`config.mk`:
```
export PLATFORM = sky130hd
export DESIGN_NAME = btn_event_bank
export DESIGN_NICKNAME = d
export VERILOG_FILES = /design/src/rtl/btn_event_bank.sv
export SDC_FILE = /design/constraint.sdc
export NUM_CORES = 1
export LEC_CHECK = 0
export ABC_AREA = 0
export BUFFER_PORTS_ARGS = -buffer_cell sky130_fd_sc_hd__buf_2
export CAP_MARGIN = 10
export CORE_ASPECT_RATIO = 1.75
export CORE_MARGIN = 5
export CORE_UTILIZATION = 30
export CTS_CLUSTER_DIAMETER = 200
export DETAILED_ROUTE_END_ITERATION = 10
export PLACE_DENSITY = 0.51
export SLEW_MARGIN = 10
export SYNTH_ARGS = -nofsm -noshare
export SYNTH_HDL_FRONTEND = slang
export SYNTH_SLANG_ARGS = --single-unit
```
`constraint.sdc`:
```
create_clock -name clk -period 2.05 [get_ports clk]
set_input_delay 0.41 -clock clk [delete_from_list [all_inputs] [get_ports clk]]
set_output_delay 0.41 -clock clk [all_outputs]
set_load 0.05 [all_outputs]
```
`src/rtl/btn_event_bank.sv`:
```
// ============================================================================
// btn_event_bank : 2-FF sync, tick debounce and one-key arbitration for NUM_BTN buttons.
// Optional AUTO_REPEAT_EN macro adds held-key auto-repeat.  Rev 1.0
// ============================================================================
`timescale 1ns/1ps
`default_nettype none

module btn_event_bank #(
  parameter int NUM_BTN      = 7,
  parameter int DEB_TICKS    = 3,
  parameter int CODE_W       = 3,
  parameter int REPEAT_DELAY = 16,
  parameter int REPEAT_RATE  = 4
) (
  input  logic               clk,
  input  logic               rst_n,
  input  logic               tick,
  input  logic [NUM_BTN-1:0] btn_raw,
  output logic [NUM_BTN-1:0] btn_level,
  output logic [NUM_BTN-1:0] press,
  output logic [CODE_W-1:0]  key_code,
  output logic               any_held
);

  localparam int c_CNT_W = (DEB_TICKS < 2) ? 1 : $clog2(DEB_TICKS + 1);

  if (DEB_TICKS < 1 || (1 << CODE_W) <= NUM_BTN || REPEAT_DELAY < 1 || REPEAT_RATE < 1)
  begin : g_param_check
    $error("btn_event_bank: invalid parameter set");
  end

  typedef enum logic [1:0] {
    IDLE    = 2'd0,
    HELD    = 2'd1,
    LOCKOUT = 2'd2
  } state_t;

  logic [NUM_BTN-1:0] sync1_q, sync2_q;
  logic [NUM_BTN-1:0] level_q, level_d, level_dly_q;
  logic [c_CNT_W-1:0] cnt_q [NUM_BTN];
  logic [c_CNT_W-1:0] cnt_d [NUM_BTN];

  state_t             state_q, state_d;
  logic [NUM_BTN-1:0] press_q, press_d;
  logic [NUM_BTN-1:0] acc_q, acc_d;
  logic [CODE_W-1:0]  code_q, code_d;

  logic [NUM_BTN-1:0] w_rise;
  logic [NUM_BTN-1:0] w_sel_oh;
  logic [CODE_W-1:0]  w_sel_code;
  logic               w_acc_level;
  logic               w_other_held;

`ifdef AUTO_REPEAT_EN
  localparam int c_REP_MAX = (REPEAT_DELAY > REPEAT_RATE) ? REPEAT_DELAY : REPEAT_RATE;
  localparam int c_REP_W   = $clog2(c_REP_MAX + 1);

  logic [c_REP_W-1:0] rep_cnt_q, rep_cnt_d;
  logic               rep_phase_q, rep_phase_d;
  logic [c_REP_W-1:0] w_rep_next;
  logic [c_REP_W-1:0] w_rep_target;

  assign w_rep_next   = rep_cnt_q + c_REP_W'(1);
  assign w_rep_target = rep_phase_q ? c_REP_W'(REPEAT_RATE) : c_REP_W'(REPEAT_DELAY);

  always_ff @(posedge clk or negedge rst_n) begin
    if (!rst_n) begin
      rep_cnt_q   <= '0;
      rep_phase_q <= 1'b0;
    end else begin
      rep_cnt_q   <= rep_cnt_d;
      rep_phase_q <= rep_phase_d;
    end
  end
`endif

  // Debounce: a level flips only after DEB_TICKS consecutive disagreeing ticks.
  always_comb begin
    level_d = level_q;
    for (int i = 0; i < NUM_BTN; i++) begin
      cnt_d[i] = cnt_q[i];
      if (tick) begin
        if (sync2_q[i] != level_q[i]) begin
          if (cnt_q[i] == c_CNT_W'(DEB_TICKS - 1)) begin
            level_d[i] = ~level_q[i];
            cnt_d[i]   = '0;
          end else begin
            cnt_d[i] = cnt_q[i] + c_CNT_W'(1);
          end
        end else begin
          cnt_d[i] = '0;
        end
      end
    end
  end

  always_ff @(posedge clk or negedge rst_n) begin
    if (!rst_n) begin
      sync1_q     <= '0;
      sync2_q     <= '0;
      level_q     <= '0;
      level_dly_q <= '0;
      for (int i = 0; i < NUM_BTN; i++) cnt_q[i] <= '0;
    end else begin
      sync1_q     <= btn_raw;
      sync2_q     <= sync1_q;
      level_q     <= level_d;
      level_dly_q <= level_q;
      for (int i = 0; i < NUM_BTN; i++) cnt_q[i] <= cnt_d[i];
    end
  end

  assign w_rise       = level_q & ~level_dly_q;
  assign w_acc_level  = |(level_q & acc_q);
  assign w_other_held = |(level_q & ~acc_q);

  // Descending scan so the lowest simultaneous rise wins.
  always_comb begin
    w_sel_oh   = '0;
    w_sel_code = '0;
    for (int i = NUM_BTN - 1; i >= 0; i--) begin
      if (w_rise[i]) begin
        w_sel_oh    = '0;
        w_sel_oh[i] = 1'b1;
        w_sel_code  = CODE_W'(i + 1);
      end
    end
  end

  always_comb begin
    state_d = state_q;
    press_d = '0;
    acc_d   = acc_q;
    code_d  = code_q;
`ifdef AUTO_REPEAT_EN
    rep_cnt_d   = rep_cnt_q;
    rep_phase_d = rep_phase_q;
`endif
    case (state_q)
      IDLE: begin
        if (|w_rise) begin
          press_d = w_sel_oh;
          acc_d   = w_sel_oh;
          code_d  = w_sel_code;
          state_d = HELD;
`ifdef AUTO_REPEAT_EN
          rep_cnt_d   = '0;
          rep_phase_d = 1'b0;
`endif
        end
      end
      HELD: begin
        if (!w_acc_level) begin
          acc_d   = '0;
          code_d  = '0;
          state_d = w_other_held ? LOCKOUT : IDLE;
        end
`ifdef AUTO_REPEAT_EN
        else if (tick) begin
          if (w_rep_next == w_rep_target) begin
            press_d     = acc_q;
            rep_cnt_d   = '0;
            rep_phase_d = 1'b1;
          end else begin
            rep_cnt_d = w_rep_next;
          end
        end
`endif
      end
      LOCKOUT: begin
        if (level_q == '0) state_d = IDLE;
      end
      default: begin
        state_d = IDLE;
        acc_d   = '0;
        code_d  = '0;
      end
    endcase
  end

  always_ff @(posedge clk or negedge rst_n) begin
    if (!rst_n) begin
      state_q <= IDLE;
      press_q <= '0;
      acc_q   <= '0;
      code_q  <= '0;
    end else begin
      state_q <= state_d;
      press_q <= press_d;
      acc_q   <= acc_d;
      code_q  <= code_d;
    end
  end

  assign btn_level = level_q;
  assign press     = press_q;
  assign key_code  = code_q;
  assign any_held  = |level_q;

endmodule

`default_nettype wire

```
After elaboration in Yosys (flattened, before gate mapping) --
Index checks and enable logic that the tools add are counted.
Storage, ports and cells: register bits 61, bits in latches 0, bits in writable memories 0, ROM bits 0, input port bits 10, output and inout port bits 18, logic and storage cells 116, memories 0
Cells by class: $add $sub $neg 7, multipliers 0, divide/modulo/power cells 0, order comparisons 0, eq/ne operators 19, shifts and indexed selects 0, multiplexer cells 41, bitwise operators 13, reduce and logical (&&, ||, !) cells 15
Operators with widths (count):
- 7-bit 2-to-1 mux | 11
- 2-bit 2-to-1 mux | 18
- 7-bit OR reduction | 4
- 3-bit 2-to-1 mux | 9
- 3-bit AND reduction | 9
- 7-bit AND | 3
- 7-bit case mux with 3 select lines | 1
- 2-bit == test, second input constant | 8
- 2-bit by 1-bit adder with 2-bit output, second input constant | 7
- 7-bit NOT | 2
- 3-bit case mux with 3 select lines | 1
- 1-bit NOT | 8
- 7-bit logical NOT | 1
- 1-bit != test | 7
- 2-bit != test, second input constant | 3
- 2-bit case mux with 3 select lines | 1
- 2-bit by 1-bit == test with 1-bit output, second input constant | 1
- 2-bit logical NOT | 1

Logic depth before layout (Yosys ltp) --
word-level depth 11, mapped depth 4, depth with buffers taken out 4

Worst setup path after synthesis --
OpenSTA, ideal clock, no wires.
kind flip-flop to flip-flop, start register level_q[2], in the netlist btn_level[2], end register code_q[0], in the netlist key_code[0], arrival time 1.791 ns, required time 1.924 ns, setup slack 0.133 ns, stages on the path, launching flop included 5, path buffers 0, period minus slack after synthesis 1.917 ns, path through dfrtp_1 -> a222oi_1 -> a31o_2 -> o211ai_4 -> a221o_1
On the way: cells in the longest elaborated chain, start to end 6
Ends and longest elaborated chain:
- start: declaration | line 39 | logic [NUM_BTN-1:0] level_q, level_d, level_dly_q;
- start signal: assignment | line 107 | level_q <= level_d;
- 7-bit AND | line 113 | assign w_rise = level_q & ~level_dly_q;
- 3-bit 2-to-1 mux (3 in a row) | line 122 | if (w_rise[i]) begin
- 3-bit 2-to-1 mux | line 141 | if (|w_rise) begin
- 3-bit case mux with 3 select lines | line 139 | case (state_q)
- end signal: assignment | line 191 | code_q <= code_d;
- end: declaration | line 46 | logic [CODE_W-1:0] code_q, code_d;
Several ways; a longest one is shown, not always the timed one. The select of a mux whose other input is x is not followed. A chain may end at the register's enable or synchronous reset.

Final worst setup path --
start register level_q[2], in the netlist btn_level[2], end output any_held
On the way: cells in the longest elaborated chain, start to end 1
Ends and longest elaborated chain:
- 7-bit OR reduction | line 198 | assign any_held = |level_q;
- end: declaration | line 22 | output logic any_held
No other way between the ends.

==> results.md <==
- Status: finished, final reports clean
- Worst slew pin tran: 478 ps
- Mean Syn Cell Area: 12.3 sq um
- Root buffer cell: clkbuf_16
- Number of remaining DRC errors: 0
- CTS hold repair buffers: 0
- #FFs+latches synth: approximately 60
- RSZ-0062 raised after global routing: false
- Die area: 9910 sq um
- Initial core utilization: 0.304
- Final Hold Violating Endpoints: 0
- Max_slew headroom: 0.681
- Layout area overhead: 24.5%
- Worst Setup Start Kind: register
- Nets: 245
- CTS tree: done
- Critical path peak fanout: 7
- First-pass GRT wire length: 7940 um
- Final core occ: 0.378
- Post-synth ARST share: 1.00
- Post-CTS setup buffer count: 0
- Core Area: 7860 sq um
- Tot GR Track Use: 0.107
- Final estimated routing congestion in global placement: a little over 0.8
- Vias in the first global route: between 1500 and 2000
- Sequential share of the synthesized area: 0.640
- Crit path DAT: ~1600 ps
- Yosys warnings: 0
- CP endpoint kind: output pin
- Drt wl/cell: 14.5 um
- Post-DP HPWL: 3430 um
- Row count: 43
- First DRT Iteration DRCs: 92
- Commonest cells post-synth: 61 x dfrtp_1, 20 x inv_1, 15 x nand3_1
- H-tree depth: 3
- Cts bufs inserted: 9
- CTS sink count: between 60 and 70
- Placed cells: between 300 and 400
- Fillers: 785
- IO buf count: 27
- Final instance area: just under 3000 sq um
- Via density: 4.79
- Synth Flop Type: dfrtp_1
- EDFF count, synth: 0
- Peak VDD IR: roughly 0.00075 V
- WS Path Type: reg2out
- Tmin final: ~2000 ps
- Die Wd: 77.4 um
- Ant diodes: 0
- Post-Synthesis Cells: 194
- Max-cap violations: 0
- Synth cell types: 34
- Leak Pwr: 1.45 nW
- Setup TNS: 0 ps
- Total congestion overflow: 0
- Yosys top cell area share: 0.640
- P per Cell Area: 1780 nW/um^2
- Routed Antenna Nets: 0
- WL final: 4770 um
- Initial antenna violation count: 0
- Top cells by area, synth: dfrtp_1 64%, mux2_2 3.3%, inv_1 3.1%
- Most common cell in the netlist: dfrtp_1
- Die H: 128 um
- Crit path required time: around 1600 ps
- Fin crit share: 0.960
- Worst skew pair latency: 320 ps
- Worst-path cell chain: buf_4, nor4_1, nand4_1, buf_2
- Fmax: a little over 500 MHz
- Final clock skew: 4.08 ps
- Max-slew violation count: 0
- Placed Area: 2680 sq um
- First-pass iteration count of the detailed router: 4
- Final Non-Filler Cells: 330
- Cell accounting for the most synthesized area: dfrtp_1
- Setup-failing EPs final: 0
- CP max stage cell: dfrtp_1
- Via count: 1581
- Post-cts resize count: 0
- Clock buffer depth: 2
- Largest net degree at the start of global routing: 62
- Reg clk slew, reported paths: 50 ps
- Syn Nets: between 200 and 250
- Ports: 28
- Synthesized cell area: 2390 sq um
- Layout cells sized above 1: 0.267
- Hold Path Class: in2async
- CP max stage delay: around 380 ps
sequential cells by signal (all words and copies together), names as in the netlist:
register / flops
cnt_q: 14
acc_q: 7
btn_level: 7
level_dly_q: 7
press: 7
sync1_q: 7
sync2_q: 7
key_code: 3
state_q: 2
per-layer routing:
layer  vias up  track usage  routed length, um
met5         -            0                  0
met4         0       0.0759                173
met3        13       0.0415                228
met2        34        0.178               2580
met1       764        0.107               1790
li1        770            -                  -
cell families after synthesis:
kind of cell / after synthesis / synth area share
DFF: 61 / 0.640
buffers and inverters: 23 / 0.0362
and+or+nand+nor: 55 / 0.130
AOI/OAI and AO/OA: 34 / 0.106
muxes: 14 / 0.0624
xor gates and xnor gates: 7 / 0.0257
critical path: cells and delay by family (launching register included):
kind                   cells  cell delay, ps
buffers and inverters      2             400
DFF                        1             380
and+or+nand+nor            2             460
path summary, 6_finish.rpt:
kind | startpoint | end | slack, ps | cells past startpoint
setup / recovery | btn_level[2]$_DFFE_PN0P_ | any_held | 80 | 4
hold / removal | rst_n | sync1_q[1]$_DFF_PN0_ | 90 | 2
setup reg to reg | acc_q[2]$_DFFE_PN0P_ | key_code[0]$_DFFE_PN0P_ | 240 | 4
hold reg to reg | sync1_q[5]$_DFF_PN0_ | sync2_q[5]$_DFF_PN0_ | 340 | 0
max in group asynchronous | rst_n | sync1_q[3]$_DFF_PN0_ | 1690 | 2
min in group clk | btn_raw[0] | sync1_q[0]$_DFF_PN0_ | 190 | 1
report_power, final:
group	internal, mW	switching, mW
Combinational	0.694	1.29
Clock	0.949	0.471
Sequential	1.60	0.265
Total	3.24	2.03
through the flow:
stage	setup WS, ps	hold WS, ps	power, mW
2_1_floorplan	133	114	3.30
3_3_place_gp	311	331	3.88
3_5_place_dp	268	335	3.89
4_1_cts	75.3	105	5.36
5_1_grt	10.7	117	5.61
6_report	82.6	89.5	5.28
cells in the final DEF (no fill, tap or decap), types with 3 or more instances in the layout:
cell type  synthesis  routed
nand3_1           15      15
inv_1             20      20
buf_2              0      27
clkbuf_1           2       3
nand4_1            3       3
o22ai_1           10      10
xor2_1             7       7
nor2b_1            5       5
buf_4              0       5
nor3_1             3       3
nand2b_1           6       6
mux2_2             7       7
mux2i_1            7       7
a21o_2             6       6
nor2_1             8       8
clkbuf_8           0       4
nor4_1             3       3
o21ai_0            4       4
dfrtp_1           61      61
clkbuf_16          0       9
nand2_1            6       6
layout make-up:
class,count,area (sq um),share of cell area
Timing Repair Buffer,33,193,0.0648
Clock buffer,16,292,0.0981
Tap cell,90,113,0.0379
Multi-Input combinational cell,110,773,0.260
Sequential cell,61,1530,0.514
Inverter,20,75.1,0.0253
Power figures use the tool's default switching activity.
